`src/rtl/pre_decode.sv`:
```
// Pre-decode stage: latches the fetch bus, captures/holds instruction SRAM data,
// and statically predicts direct LoongArch branches back to fetch.
module pre_decode #(
  parameter logic [31:0] RESET_PC = 32'h1bff_fffc
) (
  input  logic         clk,
  input  logic         rst,
  input  logic         FpD_valid,
  input  logic [42:0]  FpD_BUS,
  input  logic [31:0]  inst_sram_rdata,
  input  logic         D_allowin,
  input  logic         br_taken_D,
  input  logic         br_taken_E,
  input  logic         ex_en,
  input  logic         ertn_flush,
  output logic         pD_allowin,
  output logic [32:0]  predict_BUS,
  output logic         pDD_valid,
  output logic [106:0] pDD_BUS
);

  logic        r_valid;
  logic [31:0] r_pc;
  logic        r_ex;
  logic [7:0]  r_ecode;
  logic        r_esubcode;
  logic        r_fresh;
  logic [31:0] r_inst_buf;
  logic        r_redirected;

  logic        w_flush;
  logic        w_accept;
  logic [31:0] w_inst;
  logic [5:0]  w_op;
  logic        w_is_b;
  logic        w_is_cond;
  logic        w_hit;
  logic [31:0] w_target;
  logic        w_taken;

  // B/BL offset: {offs[9:0], offs[25:10]} words, 28-bit byte offset sign-extended
  function automatic logic signed [31:0] offs26_sext(input logic [31:0] inst);
    logic [25:0] offs;
    offs = {inst[9:0], inst[25:10]};
    return {{4{offs[25]}}, offs, 2'b00};
  endfunction

  function automatic logic signed [31:0] offs16_sext(input logic [31:0] inst);
    return {{14{inst[25]}}, inst[25:10], 2'b00};
  endfunction

  assign w_flush    = br_taken_D | br_taken_E | ex_en | ertn_flush;
  assign pD_allowin = !r_valid | D_allowin;
  assign w_accept   = FpD_valid & FpD_BUS[10] & pD_allowin;

  // SRAM data is only valid in the first pD cycle; afterwards use the captured copy
  assign w_inst = r_ex ? 32'h0 : (r_fresh ? inst_sram_rdata : r_inst_buf);

  always_comb begin
    w_op      = w_inst[31:26];
    w_is_b    = (w_op == 6'b010100) || (w_op == 6'b010101);
    w_is_cond = (w_op >= 6'b010110) && (w_op <= 6'b011011);
    w_hit     = !r_ex & (w_is_b | (w_is_cond & w_inst[25]));
    w_target  = 32'h0;
    if (w_is_b)
      w_target = r_pc + offs26_sext(w_inst);
    else if (w_is_cond)
      w_target = r_pc + offs16_sext(w_inst);
  end

  assign w_taken     = r_valid & !r_ex & w_hit & !r_redirected & !w_flush;
  assign predict_BUS = {w_taken, w_target};
  assign pDD_valid   = r_valid & !w_flush;
  assign pDD_BUS     = {r_pc, w_inst, w_hit, w_target, r_ex, r_ecode, r_esubcode};

  // Stage register: fetch -> pD boundary
  always_ff @(posedge clk) begin
    if (rst) begin
      r_valid      <= 1'b0;
      r_pc         <= RESET_PC;
      r_ex         <= 1'b0;
      r_ecode      <= 8'h0;
      r_esubcode   <= 1'b0;
      r_fresh      <= 1'b0;
      r_inst_buf   <= 32'h0;
      r_redirected <= 1'b0;
    end else begin
      if (r_fresh)
        r_inst_buf <= inst_sram_rdata;
      if (w_accept) begin
        r_valid      <= 1'b1;
        r_pc         <= FpD_BUS[42:11];
        r_ex         <= FpD_BUS[9];
        r_ecode      <= FpD_BUS[8:1];
        r_esubcode   <= FpD_BUS[0];
        r_fresh      <= 1'b1;
        r_redirected <= 1'b0;
      end else begin
        if (w_flush || (r_valid && D_allowin))
          r_valid <= 1'b0;
        r_fresh <= 1'b0;
        if (w_taken && pD_allowin)
          r_redirected <= 1'b1;
      end
    end
  end

endmodule

```
`config.mk`:
```
export PLATFORM = sky130hd
export DESIGN_NAME = pre_decode
export DESIGN_NICKNAME = d
export VERILOG_FILES = /design/src/rtl/pre_decode.sv
export SDC_FILE = /design/constraint.sdc
export NUM_CORES = 1
export LEC_CHECK = 0
export CORE_MARGIN = 2
export CORE_UTILIZATION = 35
export DETAILED_ROUTE_END_ITERATION = 10
export GPL_ROUTABILITY_DRIVEN = 1
export GPL_TIMING_DRIVEN = 0
export PLACE_DENSITY = 0.77
export SLEW_MARGIN = 20
export SYNTH_ARGS = -nofsm -noshare
export SYNTH_HDL_FRONTEND = slang
export SYNTH_SLANG_ARGS = --single-unit
export TNS_END_PERCENT = 100
```
`constraint.sdc`:
```
create_clock -name clk -period 6.3 [get_ports clk]
set_clock_uncertainty 0.2 [all_clocks]
set_input_delay 1.26 -clock clk [delete_from_list [all_inputs] [get_ports clk]]
set_output_delay 1.26 -clock clk [all_outputs]
set_load 0.02 [all_outputs]
```
# Word-level counts from Yosys, hierarchy flattened
# Cells that the tools add are included.
[totals]
inputBits = 83
output_inout_bits = 142
register_bits = 77
[classes]
bitwise = 14
n_addsub = 2
magnitude_cmp = 2
n_eq_ne = 2
n_reduce_logical = 11
mux = 7
[op_table]
columns = ["op", "count"]
rows = [
  ["two-way mux 32 bit", 4],
  ["adder 32 bit", 2],
  ["equality test 6 x 5 -> 1 bit (second input constant)", 2],
  ["AND 1 bit", 9],
  ["greater-or-equal comparator 6 x 5 -> 1 bit (second input constant)", 1],
  ["less-or-equal comparator 6 x 5 -> 1 bit (second input constant)", 1],
  ["bitwise OR 1 bit", 5],
  ["logical NOT 1 bit", 4],
  ["logical AND 1 bit", 3],
  ["two-way mux 1 bit", 3],
  ["logical OR 1 bit", 2],
  ["nonzero test 2 bit", 1],
  ["OR reduction 2 bit", 1],
]

# Depth between registers and ports, before layout
# Gate-level depths: netlist (run 1).
[depth]
depth_word = 11
depth_mapped = 18
ltp_nobuf = 14

# Worst setup path after synthesis (run 1)
# No wires, ideal clock.
[synth_path]
kind = "input to output"
startpoint = "in inst_sram_rdata[25]"
endpoint = "out predict_BUS[31]"
n_path_buf = 2
slack_ps = 130
t_arrival_ps = 4710
stages = 13
cell_sequence = "mux2i_1 > nor2_1 > ha_1 > clkbuf_1 > a21oi_1 > nand2_1 > or2_2 > o22a_1 > a21o_1 > a311oi_2 > xnor2_1 > o22ai_1 > buf_4"
[synth_between]
elab_chain_cells = 5
word_cells_on_any_way = 6
[synth_rtl]
columns = ["element", "line", "rtl"]
rows = [
  ["start: declaration", "10", "input logic [31:0] inst_sram_rdata,"],
  ["two-way mux 32 bit (*)", "n/a", ""],
  ["two-way mux 32 bit (*)", "57", "assign w_inst = r_ex ? 32'h0 : (r_fresh ? inst_sram_rdata : r_inst_buf);"],
  ["via pDD_BUS[68]", "19", "output logic [106:0] pDD_BUS"],
  ["adder 32 bit", "68", "w_target = r_pc + offs16_sext(w_inst);"],
  ["two-way mux 32 bit", "67", "else if (w_is_cond)"],
  ["two-way mux 32 bit (*)", "65", "if (w_is_b)"],
  ["end: declaration", "17", "output logic [32:0] predict_BUS,"],
]
# The timed path passes the listed nets; every way through them passes the cells marked *.

# Final worst setup path (run 1)
[layout_path]
startpoint = "in inst_sram_rdata[10]"
endpoint = "out predict_BUS[30]"
[layout_between]
elab_chain_cells = 5
word_cells_on_any_way = 6
[layout_rtl]
columns = ["element", "line"]
rows = [
  ["two-way mux 32 bit (*)", "n/a"],
  ["two-way mux 32 bit (*)", "57"],
  ["adder 32 bit", "68"],
  ["two-way mux 32 bit", "67"],
  ["two-way mux 32 bit (*)", "65"],
]
# Every way passes the cells marked *; elsewhere a longest branch is shown, timed or not.

==> impl_metrics.env, run 1 <==
export IMPL_synthFlopType="dfxtp_1"
export IMPL_crit_type="input port to output port"
export IMPL_antenna_found_initial=0
export IMPL_start_util=0.360
export IMPL_yosys_area_top_type="dfxtp_1"
export IMPL_leakage_nw=3.68
export IMPL_ir_drop_mv=0.167
export IMPL_placedInstanceArea_um2=8010
export IMPL_clk_pin_slew_ps=70
export IMPL_fmax_ghz=0.158
export IMPL_yosysTopAreaCellShare=0.280
export IMPL_htree_levels=3
export IMPL_synth_edf_count=0
export IMPL_area_growth_pct=54.8
export IMPL_grt_setup_unrepaired="true"
export IMPL_pin_count=225
export IMPL_drive_gt1_frac=0.138
export IMPL_postLayoutCellArea_um2=8530
export IMPL_min_path_type="flip-flop to flip-flop"
export IMPL_syn_nets=835
export IMPL_die_area_um2=16800
export IMPL_maxCapViolations=0
export IMPL_status="finished with violations"
export IMPL_fin_nets=1080
export IMPL_vias=5886
export IMPL_rows=45
export IMPL_grt_overflow_total=0
export IMPL_end_kind="output port"
export IMPL_layout_commonest_cell="clkdlybuf4s50_1"
export IMPL_syn_area_um2=5510
export IMPL_drc_errors=0
export IMPL_die_h_um=129
export IMPL_core_area_um2=15300
export IMPL_root_buffer="clkbuf_16"
export IMPL_drtPass1Iterations=4
export IMPL_synthDistinctLibCells=63
export IMPL_antenna_left=0
export IMPL_routedWlPerCell_um=16.6
export IMPL_fin_crit_sh=1.00
export IMPL_synth_seq_area_share=0.280
export IMPL_slew_violations=0
export IMPL_cts_made_buffers=9
export IMPL_clkLatencyLatePin_ps=350
export IMPL_ys_ff_latch=77
export IMPL_slowest_delay_ps=470
export IMPL_max_slew_margin=0.465
export IMPL_grt_usage=0.224
export IMPL_cts_sinks=77
export IMPL_power_density_nw_per_um2=195
export IMPL_cp_required_ps=4840
export IMPL_cp_max_fo=4
export IMPL_fillCellCount=1486
export IMPL_crit_path_start_kind="input port"
export IMPL_cp_data_arrival_time_ps=4860
export IMPL_syn_inst=709
export IMPL_gp_congestion=0.915
export IMPL_grt_pass1_wl_mm=29.1
export IMPL_cts_buffer_depth=2
export IMPL_dr_first_iter_drc_count=324
export IMPL_violations="setup timing"
export IMPL_setup_tns_ps=-24.6
export IMPL_dpl_hpwl_mm=15.2
export IMPL_grt_max_degree=16
export IMPL_hold_viol_final=0
export IMPL_min_period_ps=6320
export IMPL_cts_tree="yes"
export IMPL_stdcell_count=1170
export IMPL_ys_top_cells_by_area="dfxtp_1 (28%), ha_1 (9.5%), nand2_1 (7.0%), nor2_1 (6.3%), mux2i_1 (5.8%)"
export IMPL_num_antenna_cells=0
export IMPL_grt_pass1_vias=5431
export IMPL_crit_path_top_delay_cell="clkdlybuf4s50_1"
export IMPL_total_power_w=0.00166
export IMPL_ys_warnings_count=0
export IMPL_viasPerCell=5.03
export IMPL_ys_async_sr_fraction=0
export IMPL_final_setup_worst_slack_ps=-24.6
export IMPL_die_x_um=129
export IMPL_path_cells="clkdlybuf4s50_1, mux2i_2, nor2_2, ha_2, inv_1, fa_1, nor2b_2, o2111ai_2, a31oi_2, o21ai_2, or3b_2, nand3_1, a31oi_1, xor2_1, o22ai_2, buf_4, clkdlybuf4s15_2"
export IMPL_setup_violations_final=1
export IMPL_final_cell_mix="clkdlybuf4s50_1 (196), nand2_1 (102), nor2_1 (87)"
export IMPL_io_buffers=223
export IMPL_wl_mm=19.5
export IMPL_dp_cells=1143
export IMPL_tightest_slew_ps=797
export IMPL_synth_area_per_cell_um2=7.77
-- worst max-delay path: cells and delay by family --
kind / cells / cell delay (ps)
simple gates: 4 / 1010
buf+inv: 4 / 930
compound gates: 5 / 760
fa+ha+maj: 2 / 620
xor+xnor: 1 / 200
mux: 1 / 90
-- final timing paths --
kind,start,to,slack [ps],cells after the start
setup / recovery,inst_sram_rdata[10],predict_BUS[30],-20,17
hold / removal,r_ecode[2],r_ecode[2],250,2
setup reg to reg,r_fresh,r_redirected,3410,9
hold reg to reg,r_ecode[2],r_ecode[2],250,2
-- registers in the layout, indices dropped and copies added (netlist names) --
signal / cells
r_inst_buf: 32
r_ecode: 8
r_valid: 1
r_redirected: 1
r_fresh: 1
r_pc: 32
r_esubcode: 1
r_ex: 1
-- power by group --
part | switching (W) | leakage, nW | internal [W] | total (W)
clock | 0.000226 | 0.134 | 0.000272 | 0.000498
combinational | 0.000334 | 2.91 | 0.000295 | 0.000629
sequential | 0.0000229 | 0.631 | 0.000511 | 0.000534
-- per-stage QoR --
step                      setup slack (ps)  hold WS (ps)   util
after CTS                            -93.4           255  0.551
after global routing                  -118           276  0.557
after floorplan                        130           237      -
final                                -24.6           255  0.557
after global placement               -1150           242  0.523
after detailed placement              -739           246  0.523
-- cells by family (layout without fill, tap and decap cells) --
| logic type | count (synthesis) | count (layout) | share of synthesized area |
|---|---|---|---|
| muxes | 32 | 32 | 0.0581 |
| and+or+nand+nor | 287 | 287 | 0.242 |
| adders and majority gates | 43 | 43 | 0.0990 |
| xor gates and xnor gates | 38 | 38 | 0.0604 |
| AOI/OAI and AO/OA | 153 | 153 | 0.182 |
| DFF | 77 | 77 | 0.280 |
| buffers and inverters | 79 | 329 | 0.0790 |
-- timing repair --
item                       4_1_cts  5_1_grt
setup buffers                    7        4
setup endpoints to repair       34       29
resized for setup               61       42
hold buffers                     0        0
hold endpoints to repair         0        0
pin swaps                        9       10
-- area by class of cell --
type | count | area (um^2) | area share
multi-input cells | 553 | 3730 | 0.438
plain buffers | 69 | 408 | 0.0478
clock buffers | 9 | 225 | 0.0264
well taps | 211 | 264 | 0.0309
clock inverters | 7 | 57.6 | 0.00675
repair buffers | 234 | 2260 | 0.265
inverters | 10 | 37.5 | 0.00440
flip-flops and latches | 77 | 1540 | 0.181
-- routing by layer --
layer	up-vias	wire [um]	global-route usage
met1	2743	8750	0.286
met3	28	1210	0.0553
met4	0	410	0.0664
met2	176	9100	0.375
met5	-	0	0
li1	2939	-	-
-- cell usage after synthesis (3+ instances only) --
cell type	n
nor2_1	92
nor2b_1	13
nand4_1	4
buf_4	36
a21oi_1	58
nor3b_1	3
a31oi_1	5
and2_1	3
nand2_1	103
nand2b_1	6
buf_2	3
nor3_1	7
o21a_1	7
mux2i_1	32
or2_2	4
a211oi_1	3
o22ai_1	11
o21ai_0	17
a21o_1	12
xnor2_1	20
dfxtp_1	77
ha_1	42
inv_1	10
nand3b_1	26
nand3_1	11
o21bai_1	5
a211o_1	4
and3_1	6
xor2_1	18
o21ai_1	3
a311oi_1	3
clkbuf_1	28
Power figures use the tool's default switching activity.
==> run 2, diff against run 1 <==
--- a/config.mk
+++ b/config.mk
@@ -5,12 +5,15 @@
 export SDC_FILE = /design/constraint.sdc
 export NUM_CORES = 1
 export LEC_CHECK = 0
+export CELL_PAD_IN_SITES_DETAIL_PLACEMENT = 1
+export CELL_PAD_IN_SITES_GLOBAL_PLACEMENT = 1
 export CORE_MARGIN = 2
-export CORE_UTILIZATION = 35
+export CORE_UTILIZATION = 31
 export DETAILED_ROUTE_END_ITERATION = 10
 export GPL_ROUTABILITY_DRIVEN = 1
 export GPL_TIMING_DRIVEN = 0
-export PLACE_DENSITY = 0.77
+export MAX_ROUTING_LAYER = met4
+export PLACE_DENSITY = 0.92
 export SLEW_MARGIN = 20
 export SYNTH_ARGS = -nofsm -noshare
 export SYNTH_HDL_FRONTEND = slang
==> run 2 against run 1 <==
Against the previous run:
- the run now ends clean
- worst setup slack improved by 110 ps
- flip-flop and latch count did not move
- final area rose by 1.4%
- final cell count rose by 1.9%
- clock power rose by 4.0%
- sequential share of layout area fell by 0.27 points
- core utilization fell by 5.8 points
- total power rose by 3.5%
- hold slack improved by 5.6 ps
==> impl_metrics.env, run 2 (synthesis gave the netlist of run 1 again) <==
export IMPL_drive_gt1_frac=0.133
export IMPL_slowest_delay_ps=480
export IMPL_crit_path_start_kind="input port"
export IMPL_fin_crit_sh=0.986
export IMPL_core_area_um2=17400
export IMPL_cts_tree="yes"
export IMPL_grt_usage=0.251
export IMPL_cts_sinks=77
export IMPL_cp_required_ps=4840
export IMPL_max_slew_margin=0.499
export IMPL_rows=48
export IMPL_cp_common_cell="buf_4"
export IMPL_fmax_ghz=0.161
export IMPL_grt_pass1_vias=6452
export IMPL_routedWlPerCell_um=20.1
export IMPL_crit_type="input port to output port"
export IMPL_clkLatencyLatePin_ps=330
export IMPL_final_cell_mix="clkdlybuf4s50_1 (197), nand2_1 (102), nor2_1 (90)"
export IMPL_antenna_left=0
export IMPL_dr_first_iter_drc_count=255
export IMPL_grt_overflow_total=0
export IMPL_grt_setup_unrepaired="true"
export IMPL_seq_power_share=0.311
export IMPL_utilization=0.499
export IMPL_crit_path_top_delay_cell="clkdlybuf4s50_1"
export IMPL_combPwrFrac=0.388
export IMPL_switchingPower_w=0.000596
export IMPL_power_density_nw_per_um2=198
export IMPL_die_h_um=137
export IMPL_min_path_type="flip-flop to flip-flop"
export IMPL_ir_drop_mv=0.146
export IMPL_p_int_w=0.00112
export IMPL_root_buffer="clkbuf_16"
export IMPL_tightest_slew_ps=752
export IMPL_fin_nets=1083
export IMPL_dpl_hpwl_mm=18.5
export IMPL_hold_viol_final=0
export IMPL_min_period_ps=6210
export IMPL_drtPass1Iterations=4
export IMPL_placedInstanceArea_um2=8040
export IMPL_viasPerCell=5.24
export IMPL_wl_mm=24.0
export IMPL_layout_commonest_cell="clkdlybuf4s50_1"
export IMPL_grt_max_degree=14
export IMPL_maxCapViolations=0
export IMPL_io_buffers=223
export IMPL_min_from="r_ecode[7]"
export IMPL_die_x_um=137
export IMPL_cp_max_fo=4
export IMPL_leakage_nw=3.73
export IMPL_antenna_found_initial=4
export IMPL_start_util=0.318
export IMPL_grt_pass1_wl_mm=35.1
export IMPL_cp_num_buf_inv=5
export IMPL_path_cells="clkdlybuf4s50_1, mux2i_1, or2_4, inv_1, ha_4, a211oi_2, or3_4, a211o_4, o21ai_4, a32o_2, buf_4, a21bo_4, a31o_1, a211o_1, o21ai_2, buf_4, buf_4"
export IMPL_die_area_um2=18900
export IMPL_rr_startpoint="r_fresh"
export IMPL_clk_pin_slew_ps=60
export IMPL_status="complete, no violations"
export IMPL_cp_data_arrival_time_ps=4750
export IMPL_cts_buffer_depth=2
export IMPL_end_kind="output port"
export IMPL_top_regs="r_inst_buf (32), r_pc (32), r_ecode (8)"
export IMPL_gp_congestion=0.893
export IMPL_clkPwrFrac=0.302
export IMPL_vias=6243
export IMPL_power_share_switching=0.347
export IMPL_htree_levels=3
export IMPL_area_growth_pct=57.0
export IMPL_total_power_w=0.00172
export IMPL_setup_violations_final=0
export IMPL_cts_made_buffers=9
export IMPL_slew_violations=0
export IMPL_postLayoutCellArea_um2=8650
export IMPL_critical_path_top_delay_family="compound AO/OA/AOI/OAI gates"
export IMPL_pin_count=225
export IMPL_crit_start="inst_sram_rdata[11]"
export IMPL_drc_errors=0
-- run 2: changes by cell type in the layout (fill, tap and decap cells not counted), moves of 4 or more --
cell / change
ha_1: -4
diode_2: +5
buf_4: +5
o22ai_1: +4
clkbuf_2: -4
dlygate4sd2_1: +5
o22ai_2: -4
-- run 2: timing repair --
item | in CTS | in global routing
setup buffers | 6 | 7
hold buffers | 0 | 0
pin swaps | 8 | 12
setup endpoints to repair | 37 | 37
resized for setup | 67 | 35
-- run 2: worst register-to-register path: cells and delay by family, from the launching register on --
family	cells	cell delay, ps
buffers and inverters	2	550
AO/OA/AOI/OAI	2	350
AND/OR/NAND/NOR	4	1050
flip-flops	1	310
multiplexers	1	300
-- run 2: layer usage --
| metal | up-vias | track usage | wire length (um) |
|---|---|---|---|
| met5 | - | - | 0 |
| met4 | 0 | 0.135 | 1230 |
| met3 | 65 | 0.0386 | 1240 |
| met2 | 226 | 0.414 | 11700 |
| met1 | 3010 | 0.294 | 9800 |
| li1 | 2942 | - | - |
-- run 2: final timing paths --
check / endpoint / slack, ps / cells past startpoint
setup / recovery: predict_BUS[29] / 90 / 17
hold / removal: r_ecode[7] / 260 / 2
setup reg to reg: r_redirected / 3460 / 9
hold reg to reg: r_ecode[7] / 260 / 2
-- run 2: per-stage QoR --
step,TNS (ps),instances,worst slack (ps),hold WS (ps)
after floorplan,0,709,130,237
after global placement,-23170,1157,-1220,241
after detailed placement,-11730,1158,-769,257
after CTS,-90.8,1180,-55.1,266
after global routing,-168,1191,-84.8,281
final,0,1192,86.9,260
-- run 2: layout make-up --
| class | count | area (um^2) |
|---|---|---|
| Fill cell | 2036 | 8700 |
| Tap cell | 225 | 282 |
| Timing Repair Buffer | 237 | 2300 |
| Inverter | 10 | 37.5 |
| Multi-Input combinational cell | 553 | 3780 |
| Buffer | 69 | 409 |
| Sequential cell | 77 | 1540 |
| Clock inverter | 7 | 66.3 |
| Antenna cell | 5 | 12.5 |
| Clock buffer | 9 | 225 |
-- run 2: power groups by stage --
stage          Clock [W]  Combinational, W  Sequential (W)
2_1_floorplan          0          0.000361        0.000554
3_3_place_gp           0          0.000577        0.000540
3_5_place_dp           0          0.000599        0.000542
4_1_cts         0.000523          0.000628        0.000532
5_1_grt         0.000546          0.000717        0.000536
6_report        0.000518          0.000666        0.000534
==> run 3, diff against run 2 <==
--- a/config.mk
+++ b/config.mk
@@ -14,6 +14,7 @@
 export GPL_TIMING_DRIVEN = 0
 export MAX_ROUTING_LAYER = met4
 export PLACE_DENSITY = 0.92
+export RECOVER_POWER = 50
 export SLEW_MARGIN = 20
 export SYNTH_ARGS = -nofsm -noshare
 export SYNTH_HDL_FRONTEND = slang
==> run 3 against run 2 <==
Against the previous run:
- wire length is 0.13% higher
- worst setup slack worse by 20 ps
- critical path depth stayed put
- flip-flop and latch count stayed put
- non-clock buffer count stayed put
- via count is 0.11% higher
- global-route usage is the same
- critical path type unchanged
==> impl_metrics.env, run 3 (synthesis gave the netlist of run 1 again) <==
export IMPL_layout_commonest_cell="clkdlybuf4s50_1"
export IMPL_min_path_type="flip-flop to flip-flop"
export IMPL_clkLatencyLatePin_ps=330
export IMPL_worstHoldEndpoint="r_ecode[7]"
export IMPL_timing_rr_end="r_redirected"
export IMPL_cts_made_buffers=9
export IMPL_grt_max_degree=14
export IMPL_die_area_um2=18900
export IMPL_end_kind="output port"
export IMPL_dr_first_iter_drc_count=239
export IMPL_gp_congestion=0.893
export IMPL_fmax_ghz=0.160
export IMPL_area_growth_pct=57.0
export IMPL_postLayoutCellArea_um2=8650
export IMPL_grt_pass1_vias=6452
export IMPL_crit_type="input port to output port"
export IMPL_leakage_nw=3.73
export IMPL_setup_violations_final=0
export IMPL_slowest_delay_ps=490
export IMPL_fin_crit_sh=0.989
export IMPL_cts_sinks=77
export IMPL_tightest_slew_ps=745
export IMPL_top_regs="r_inst_buf (32), r_pc (32), r_ecode (8)"
export IMPL_start_util=0.318
export IMPL_cp_max_fo=4
export IMPL_final_cell_mix="clkdlybuf4s50_1 (152), nand2_1 (102), nor2_1 (90)"
export IMPL_power_density_nw_per_um2=198
export IMPL_routedWlPerCell_um=20.1
export IMPL_dpl_hpwl_mm=18.5
export IMPL_ir_drop_mv=0.146
export IMPL_placedInstanceArea_um2=8040
export IMPL_fin_nets=1083
export IMPL_die_h_um=137
export IMPL_clk_pin_slew_ps=60
export IMPL_reg2reg_depth=9
export IMPL_hold_depth=2
export IMPL_total_power_w=0.00171
export IMPL_vias=6250
export IMPL_viasPerCell=5.24
export IMPL_maxCapViolations=0
export IMPL_grt_pass1_wl_mm=35.1
export IMPL_hold_viol_final=0
export IMPL_drtPass1Iterations=5
export IMPL_grt_setup_unrepaired="true"
export IMPL_cp_data_arrival_time_ps=4770
export IMPL_max_slew_margin=0.503
export IMPL_crit_path_top_delay_cell="clkdlybuf4s50_1"
export IMPL_cts_tree="yes"
export IMPL_path_cells="clkdlybuf4s50_1, mux2i_1, or2_4, inv_1, ha_4, a211oi_2, or3_4, a211o_4, o21ai_4, a32o_2, buf_4, a21bo_4, a31o_1, a211o_1, o21ai_2, buf_4, buf_4"
export IMPL_io_buffers=223
export IMPL_grt_overflow_total=0
export IMPL_drive_gt1_frac=0.133
export IMPL_min_from="r_ecode[7]"
export IMPL_wl_mm=24.0
export IMPL_rows=48
export IMPL_min_period_ps=6230
export IMPL_rrSetupSlack_ps=3460
export IMPL_core_area_um2=17400
export IMPL_root_buffer="clkbuf_16"
export IMPL_setup_tns_ps=0
export IMPL_slew_violations=0
export IMPL_cp_common_cell="buf_4"
export IMPL_grt_usage=0.251
export IMPL_drc_errors=0
export IMPL_rr_startpoint="r_fresh"
export IMPL_antenna_found_initial=5
export IMPL_cp_required_ps=4840
export IMPL_cts_buffer_depth=2
export IMPL_utilization=0.499
export IMPL_crit_path_start_kind="input port"
export IMPL_status="complete, no violations"
export IMPL_pin_count=225
export IMPL_die_x_um=137
export IMPL_antenna_left=0
export IMPL_htree_levels=3
## run 3: worst max path at each step
stage | depth (start not counted) | slack, ps | endpoint | start
after floorplan | 13 | 130 | predict_BUS[31] | inst_sram_rdata[25]
after global placement | 14 | -1220 | predict_BUS[26] | inst_sram_rdata[25]
after detailed placement | 17 | -770 | predict_BUS[26] | inst_sram_rdata[10]
after CTS | 17 | -60 | predict_BUS[30] | inst_sram_rdata[10]
after global routing | 17 | -80 | predict_BUS[30] | inst_sram_rdata[10]
final | 17 | 70 | predict_BUS[29] | inst_sram_rdata[11]
## run 3: repair_timing
action                                  CTS  global route
endpoints found under the setup margin   37            37
pin swaps                                 8            12
buffers inserted                          6             7
resized for setup                        67            35
hold buffers                              0             0
## run 3: cell type report
| type | instances | area, um^2 |
|---|---|---|
| antenna | 5 | 12.5 |
| buffer | 69 | 409 |
| clock buffer | 9 | 225 |
| clock inverter | 7 | 66.3 |
| fill | 2035 | 8700 |
| inverter | 10 | 37.5 |
| multi-input combinational | 553 | 3780 |
| sequential | 77 | 1540 |
| tap | 225 | 282 |
| timing repair buffer | 237 | 2300 |
## run 3: where the power goes
| group | total (W) | internal, W | switching, W |
|---|---|---|---|
| Combinational | 0.000660 | 0.000300 | 0.000360 |
| Sequential | 0.000533 | 0.000511 | 0.0000224 |
| Clock | 0.000518 | 0.000305 | 0.000213 |
## run 3: per-stage QoR
stage / setup WS, ps / hold WS, ps / instances
after floorplan: 130 / 237 / 709
after global routing: -84.8 / 278 / 1192
final: 67.2 / 257 / 1192
after global placement: -1220 / 241 / 1157
after detailed placement: -769 / 257 / 1158
after CTS: -55.1 / 266 / 1180
## run 3: critical path: cells and delay by family
family,cells,cell delay [ps]
AO/OA/AOI/OAI,8,1660
AND/OR/NAND/NOR,2,500
adder cells (fa/ha/maj),1,220
multiplexers,1,100
buffers and inverters,5,1000
## run 3: routing by layer
metal  up-vias  GRT usage  share of wire
met4         0      0.135          0.052
met5         -          -              0
met2       225      0.414           0.49
li1       2945          -              -
met3        65     0.0386          0.054
met1      3015      0.294           0.41
